**src/rtl/decode_stage_if.sv**
```systemverilog
// Fetch/decode/execute-facing signals of the RV32I decode stage.
// The master modport drives the stage and the slave modport is the stage itself.
interface decode_stage_if #(
    parameter int unsigned XLEN = 32
);
    logic [XLEN-1:0] PC_in;
    logic [31:0]     IR_in;
    logic            v_in;
    logic            r_out;
    logic            stall_out;
    logic            r_in;
    logic            flush;
    logic            EX_load;
    logic [4:0]      EX_rd;
    logic            WB_en;
    logic [4:0]      WB_rd;
    logic [XLEN-1:0] WB_data;
    logic            v_out;
    logic [XLEN-1:0] PC_out;
    logic [31:0]     IR_out;
    logic [XLEN-1:0] RS1_val;
    logic [XLEN-1:0] RS2_val;
    logic [XLEN-1:0] IMM_out;
    logic [4:0]      RD_out;
    logic [6:0]      OPC_out;
    logic [2:0]      F3_out;
    logic            F7b5_out;

    modport master (
        output PC_in, IR_in, v_in, r_in, flush, EX_load, EX_rd, WB_en, WB_rd, WB_data,
        input  r_out, stall_out, v_out, PC_out, IR_out, RS1_val, RS2_val, IMM_out,
        input  RD_out, OPC_out, F3_out, F7b5_out
    );

    modport slave (
        input  PC_in, IR_in, v_in, r_in, flush, EX_load, EX_rd, WB_en, WB_rd, WB_data,
        output r_out, stall_out, v_out, PC_out, IR_out, RS1_val, RS2_val, IMM_out,
        output RD_out, OPC_out, F3_out, F7b5_out
    );
endinterface

```
**src/rtl/decode_stage.sv**
```systemverilog
// RV32I decode stage: field/immediate decode, register file with WB bypass,
// load-use hazard detection and the ID/EX pipeline register.
module decode_stage #(
    parameter int unsigned XLEN = 32,
    parameter int unsigned NREG = 32
) (
    input logic           clk,
    input logic           rst,
    decode_stage_if.slave bus
);
    localparam logic [6:0] OpImm    = 7'b0010011;
    localparam logic [6:0] OpLoad   = 7'b0000011;
    localparam logic [6:0] OpJalr   = 7'b1100111;
    localparam logic [6:0] OpStore  = 7'b0100011;
    localparam logic [6:0] OpBranch = 7'b1100011;
    localparam logic [6:0] OpLui    = 7'b0110111;
    localparam logic [6:0] OpAuipc  = 7'b0010111;
    localparam logic [6:0] OpJal    = 7'b1101111;
    localparam logic [6:0] OpReg    = 7'b0110011;

    logic [XLEN-1:0] regs_q [NREG];

    logic [31:0]     ir;
    logic [6:0]      opc;
    logic [4:0]      rs1, rs2, rd;
    logic [XLEN-1:0] imm;
    logic            uses_rs1, uses_rs2;
    logic [XLEN-1:0] rs1_val, rs2_val;
    logic            hazard, out_free, r_out, accept;

    logic            v_q;
    logic [XLEN-1:0] pc_q, rs1_q, rs2_q, imm_q;
    logic [31:0]     ir_q;
    logic [4:0]      rd_q;
    logic [6:0]      opc_q;
    logic [2:0]      f3_q;
    logic            f7b5_q;

    assign ir  = bus.IR_in;
    assign opc = ir[6:0];
    assign rs1 = ir[19:15];
    assign rs2 = ir[24:20];
    assign rd  = ir[11:7];

    always_comb begin
        imm = '0;
        case (opc)
            OpImm, OpLoad, OpJalr: imm = {{20{ir[31]}}, ir[31:20]};
            OpStore:               imm = {{20{ir[31]}}, ir[31:25], ir[11:7]};
            OpBranch:              imm = {{19{ir[31]}}, ir[31], ir[7], ir[30:25], ir[11:8], 1'b0};
            OpLui, OpAuipc:        imm = {ir[31:12], 12'b0};
            OpJal:                 imm = {{11{ir[31]}}, ir[31], ir[19:12], ir[20], ir[30:21], 1'b0};
            default:               imm = '0;
        endcase
    end

    assign uses_rs1 = !(opc == OpLui || opc == OpAuipc || opc == OpJal);
    assign uses_rs2 = (opc == OpBranch || opc == OpStore || opc == OpReg);

    // Write-through: a same-cycle writeback to the source register wins over the array.
    always_comb begin
        rs1_val = regs_q[rs1];
        rs2_val = regs_q[rs2];
        if (bus.WB_en && bus.WB_rd == rs1) rs1_val = bus.WB_data;
        if (bus.WB_en && bus.WB_rd == rs2) rs2_val = bus.WB_data;
        if (rs1 == 5'd0) rs1_val = '0;
        if (rs2 == 5'd0) rs2_val = '0;
    end

    assign hazard = bus.v_in && bus.EX_load && (bus.EX_rd != 5'd0) &&
                    ((uses_rs1 && rs1 == bus.EX_rd) || (uses_rs2 && rs2 == bus.EX_rd));

    assign out_free = !v_q || bus.r_in;
    assign r_out    = out_free && !hazard;
    assign accept   = bus.v_in && r_out && !bus.flush;

    assign bus.r_out     = r_out;
    assign bus.stall_out = !r_out;

    always_ff @(posedge clk) begin
        if (rst) begin
            for (int i = 0; i < NREG; i++) regs_q[i] <= '0;
        end else if (bus.WB_en && bus.WB_rd != 5'd0) begin
            regs_q[bus.WB_rd] <= bus.WB_data;
        end
    end

    always_ff @(posedge clk) begin
        if (rst) begin
            v_q    <= 1'b0;
            pc_q   <= '0;
            ir_q   <= '0;
            rs1_q  <= '0;
            rs2_q  <= '0;
            imm_q  <= '0;
            rd_q   <= '0;
            opc_q  <= '0;
            f3_q   <= '0;
            f7b5_q <= 1'b0;
        end else if (bus.flush) begin
            v_q <= 1'b0;
        end else if (accept) begin
            v_q    <= 1'b1;
            pc_q   <= bus.PC_in;
            ir_q   <= ir;
            rs1_q  <= rs1_val;
            rs2_q  <= rs2_val;
            imm_q  <= imm;
            rd_q   <= rd;
            opc_q  <= opc;
            f3_q   <= ir[14:12];
            f7b5_q <= ir[30];
        end else if (out_free) begin
            // Bubble: data fields hold, only valid drops.
            v_q <= 1'b0;
        end
    end

    assign bus.v_out    = v_q;
    assign bus.PC_out   = pc_q;
    assign bus.IR_out   = ir_q;
    assign bus.RS1_val  = rs1_q;
    assign bus.RS2_val  = rs2_q;
    assign bus.IMM_out  = imm_q;
    assign bus.RD_out   = rd_q;
    assign bus.OPC_out  = opc_q;
    assign bus.F3_out   = f3_q;
    assign bus.F7b5_out = f7b5_q;
endmodule

```
**src/flat_wrapper.sv**
```systemverilog
// flat-port wrapper written by rule: the top's interface ports become plain ports
module decode_stage_flat 
#(
    parameter int unsigned XLEN = 32,
    parameter int unsigned NREG = 32
)
  (clk, rst, bus_PC_in, bus_IR_in, bus_v_in, bus_r_in, bus_flush, bus_EX_load, bus_EX_rd, bus_WB_en, bus_WB_rd, bus_WB_data, bus_r_out, bus_stall_out, bus_v_out, bus_PC_out, bus_IR_out, bus_RS1_val, bus_RS2_val, bus_IMM_out, bus_RD_out, bus_OPC_out, bus_F3_out, bus_F7b5_out);
  decode_stage_if #(.XLEN(XLEN)) bus_i ();
  input logic clk;
  input logic rst;
  input wire logic [$bits(bus_i.PC_in)-1:0] bus_PC_in;
  input wire logic [$bits(bus_i.IR_in)-1:0] bus_IR_in;
  input wire logic [$bits(bus_i.v_in)-1:0] bus_v_in;
  input wire logic [$bits(bus_i.r_in)-1:0] bus_r_in;
  input wire logic [$bits(bus_i.flush)-1:0] bus_flush;
  input wire logic [$bits(bus_i.EX_load)-1:0] bus_EX_load;
  input wire logic [$bits(bus_i.EX_rd)-1:0] bus_EX_rd;
  input wire logic [$bits(bus_i.WB_en)-1:0] bus_WB_en;
  input wire logic [$bits(bus_i.WB_rd)-1:0] bus_WB_rd;
  input wire logic [$bits(bus_i.WB_data)-1:0] bus_WB_data;
  output wire logic [$bits(bus_i.r_out)-1:0] bus_r_out;
  output wire logic [$bits(bus_i.stall_out)-1:0] bus_stall_out;
  output wire logic [$bits(bus_i.v_out)-1:0] bus_v_out;
  output wire logic [$bits(bus_i.PC_out)-1:0] bus_PC_out;
  output wire logic [$bits(bus_i.IR_out)-1:0] bus_IR_out;
  output wire logic [$bits(bus_i.RS1_val)-1:0] bus_RS1_val;
  output wire logic [$bits(bus_i.RS2_val)-1:0] bus_RS2_val;
  output wire logic [$bits(bus_i.IMM_out)-1:0] bus_IMM_out;
  output wire logic [$bits(bus_i.RD_out)-1:0] bus_RD_out;
  output wire logic [$bits(bus_i.OPC_out)-1:0] bus_OPC_out;
  output wire logic [$bits(bus_i.F3_out)-1:0] bus_F3_out;
  output wire logic [$bits(bus_i.F7b5_out)-1:0] bus_F7b5_out;
  assign bus_i.PC_in = bus_PC_in;
  assign bus_i.IR_in = bus_IR_in;
  assign bus_i.v_in = bus_v_in;
  assign bus_i.r_in = bus_r_in;
  assign bus_i.flush = bus_flush;
  assign bus_i.EX_load = bus_EX_load;
  assign bus_i.EX_rd = bus_EX_rd;
  assign bus_i.WB_en = bus_WB_en;
  assign bus_i.WB_rd = bus_WB_rd;
  assign bus_i.WB_data = bus_WB_data;
  assign bus_r_out = bus_i.r_out;
  assign bus_stall_out = bus_i.stall_out;
  assign bus_v_out = bus_i.v_out;
  assign bus_PC_out = bus_i.PC_out;
  assign bus_IR_out = bus_i.IR_out;
  assign bus_RS1_val = bus_i.RS1_val;
  assign bus_RS2_val = bus_i.RS2_val;
  assign bus_IMM_out = bus_i.IMM_out;
  assign bus_RD_out = bus_i.RD_out;
  assign bus_OPC_out = bus_i.OPC_out;
  assign bus_F3_out = bus_i.F3_out;
  assign bus_F7b5_out = bus_i.F7b5_out;
  decode_stage #(.XLEN(XLEN), .NREG(NREG)) u_core (.clk(clk), .rst(rst), .bus(bus_i));
endmodule
```
**config.mk**
```make
export PLATFORM = sky130hd
export DESIGN_NAME = decode_stage_flat
export DESIGN_NICKNAME = d
export VERILOG_FILES = /design/src/rtl/decode_stage_if.sv /design/src/rtl/decode_stage.sv /design/src/flat_wrapper.sv
export SDC_FILE = /design/constraint.sdc
export NUM_CORES = 2
export LEC_CHECK = 0
export BUFFER_PORTS_ARGS = -buffer_cell sky130_fd_sc_hd__buf_2
export CAP_MARGIN = 20
export CORE_MARGIN = 5
export CORE_UTILIZATION = 30
export DETAILED_ROUTE_END_ITERATION = 8
export SYNTH_ARGS = -nofsm -noshare
export SYNTH_HDL_FRONTEND = slang
export SYNTH_SLANG_ARGS = --single-unit
export TNS_END_PERCENT = 100
```
**constraint.sdc**
```tcl
create_clock -name clk -period 2.56 [get_ports clk]
set_clock_uncertainty 0.2 [all_clocks]
set_input_delay 0 -clock clk [delete_from_list [all_inputs] [get_ports clk]]
set_output_delay 0 -clock clk [all_outputs]
set_load 0.02 [all_outputs]
```
==> impl_results.md <==
* Drt first pass iters at 5
* Rel. slew slack at 0.3047
* Worst hold slack at -23.88 ps
* Total Wirelength at between 200 and 250 mm
* Min-delay worst type: input port to register
* P_leak at ~26 nW
* Worst path arrival time at a little under 3000 ps
* Outcome: finished with violations
* HPWL Detailed at between 100 and 150 mm
* Initial DRC Count at around 4.7k
* Final ANT Viol Nets at 0
* Area contributors post-synth: edfxtp_1, mux4_2, and2_1
* Worst slew pin tran at around 1000 ps
* Largest net degree at the start of global routing at 84
* GPL Wtd Cong at 0.8720
* Proportion of netlist area held by the largest area contributor at 0.5094
* Top-count cell post-synth: edfxtp_1
* Post-DR vias/cell at between 5 and 6
* Vias in the first global route at 41.59k
* CORE AREA at 0.2001 mm^2
* Reg area at approximately 0.034 mm^2
* CTS buffer count at 133
* Power Density at about 650 mW/mm^2
* IO Port Bufs at ~290
* CTS Buffer Depth at 3
* Ports at 292
* Period minus WS final at between 2000 and 2500 ps
* Worst vdd ir at about 520 uV
* Initial Utilization at 0.3017
* Fillers at ~19k
* Via Count at roughly 41k
* Failing checks: hold timing
* WL/cell at between 20 and 30 um
* Final Cycle Share at 0.9614
* Syn. warnings at 0
* Post-synth top flop: edfxtp_1
* CP Capture Type: register
* RSZ-0062 raised after global routing: no
* Hold Fails Final Rpt at 3
* Achievable Freq at between 400 and 500 MHz
* Post-Syn Area at 0.06037 mm^2
* Kind of critical path: input port to register
* H-tree depth at 4
* Sequential area share after synthesis at 0.5628
* Post-synth ARST share at 0
* Vert. Die Dim at 458.6 um
* # setup viols final at 0
* Synth area leader: edfxtp_1
* FP Rows at between 150 and 200
* Setup tns final at 0 ps
* Synth Register Bits at 1185
* Number of library cell types mapped by synthesis at between 60 and 70
* Die footprint at 0.2103 mm^2
* Clock transition at the registers of the reported paths at ~60 ps
* Max-slew violation count at 0
* Cells after synthesis at 4319
* Clock Latency Late Sink at around 800 ps
* Dpl cells at around 7.2k
* Total gr overflow at 0
* Gr usage total at 0.1936
* Syn-to-layout area delta at 21.43%
* Post-layout net count at 4939
* Crit-path max FO at 4
* Top cells by count, synth: edfxtp_1, and2_1, mux4_2
* Final Non-Filler Cells at 7594
* First-pass GRT wire length at about 300 mm
* Mapped Avg Cell Area at around 14 um^2
* Post-synth EDFFs at between 1k and 1.5k
* CTS tree: done
* Critical Path RT at about 3100 ps
* Die width at between 400 and 500 um
* Startpoint types: input port
* Antenna violations before repair at 7
* Footprint of the multi-input gates at 0.02475 mm^2
* Number of max-cap violations at 0
* # clock sinks at 1185
* Ratio of cells with drive above 1 in the final layout at 0.2661
* CTS root buf: clkbuf_16
* Drc violations at 0
==> report_power, final <==
part           switching, mW  internal, mW  total [mW]
combinational           3.31          2.60        5.91
sequential             0.594          22.0        22.6
clock                   8.05          11.1        19.2
total                   12.0          35.7        47.7
==> cell families after synthesis <==
family,count (synthesis),synth area share
multiplexers,682,0.1962
AO/OA/AOI/OAI,500,0.06469
XOR/XNOR,20,0.002902
flip-flops,1185,0.5628
buffers and inverters,475,0.03225
AND/OR/NAND/NOR,1456,0.1412
other,1,0.00006212
==> worst max-delay path, stage by stage <==
cell and delay [ps]:
buf_2 110, buf_4 130, buf_4 150, dlygate4sd3_1 610, nand4b_1 220, a21oi_1 180
dlygate4sd3_1 690, a22oi_1 90, dlygate4sd3_1 570, a211oi_1 210
==> repair_timing <==
action / 4_1_cts / 5_1_grt
hold endpoints to repair: 1230 / 6
endpoints found under the setup margin: 0 / 20
setup buffers: 0 / 2
resized for setup: 0 / 4
hold buffers: 177 / 4
==> metal layers <==
layer | vias up | track usage | share of wire
li1 | 17460 | - | -
met1 | 21110 | 0.2487 | 0.38
met2 | 2215 | 0.3174 | 0.48
met3 | 435 | 0.03335 | 0.086
met4 | 0 | 0.09483 | 0.055
met5 | - | 0 | 0
==> through the flow <==
stage	setup WS, ps	utilization	hold WS [ps]	cell area, um^2	power, mW
floorplan	153.9	-	-52.78	60480	26.09
finish	98.86	0.3664	-23.88	73300	47.68
detailed placement	-348.3	0.3354	41.91	67100	28.65
global placement	-270.7	0.3354	37.89	67100	28.53
global route	1.212	0.3664	3.916	73300	49.13
CTS	33.43	0.3659	0.2590	73200	47.87
==> sequential cells by signal, summed over array words and instances (netlist names) <==
register	count
u_core.bus.F3_out	2
u_core.bus.IMM_out	32
u_core.bus.IR_out	20
u_core.bus.OPC_out	6
u_core.bus.PC_out	32
u_core.bus.RD_out	4
u_core.bus.RS1_val	32
u_core.bus.RS2_val	32
u_core.bus.v_out	1
u_core.regs_q	1024
==> path summary, 6_finish.rpt <==
path	start	to	slack (ps)	cells past startpoint
setup / recovery	bus_IR_in[4]	u_core.bus.IMM_out[3]	100	10
hold / removal	bus_IR_in[16]	u_core.bus.RS1_val[14]	-20	7
setup reg to reg	u_core.regs_q[13][12]	u_core.bus.RS2_val[12]	140	5
hold reg to reg	u_core.bus.RS1_val[14]	u_core.bus.RS1_val[14]	260	1
==> layout by cell type, fill, tap and decap left out, types with 34 or more instances in the layout <==
master / count
and2_1: 1000
a221oi_1: 45
nor2b_1: 37
mux2i_1: 274
o2bb2ai_1: 38
clkbuf_1: 34
nor2_2: 36
mux4_2: 400
nand4_1: 35
dlygate4sd3_1: 179
nor2_1: 120
nand2_1: 60
nand3_1: 55
edfxtp_1: 1024
a22o_1: 57
dfxtp_1: 161
a22oi_1: 156
buf_2: 284
clkbuf_16: 144
buf_4: 256
a21oi_1: 48
buf_12: 82
==> layout make-up <==
| cell class | instances | area share |
|---|---|---|
| clock inverters | 59 | 0.007118 |
| multi-input cells | 2690 | 0.3377 |
| diodes | 4 | 0.0001365 |
| flip-flops and latches | 1185 | 0.4634 |
| clock buffers | 184 | 0.05187 |
| repair buffers | 809 | 0.09407 |
| well taps | 2656 | 0.04533 |
| inverters | 7 | 0.0003584 |
No activity file was read; power rests on OpenSTA's default activity.
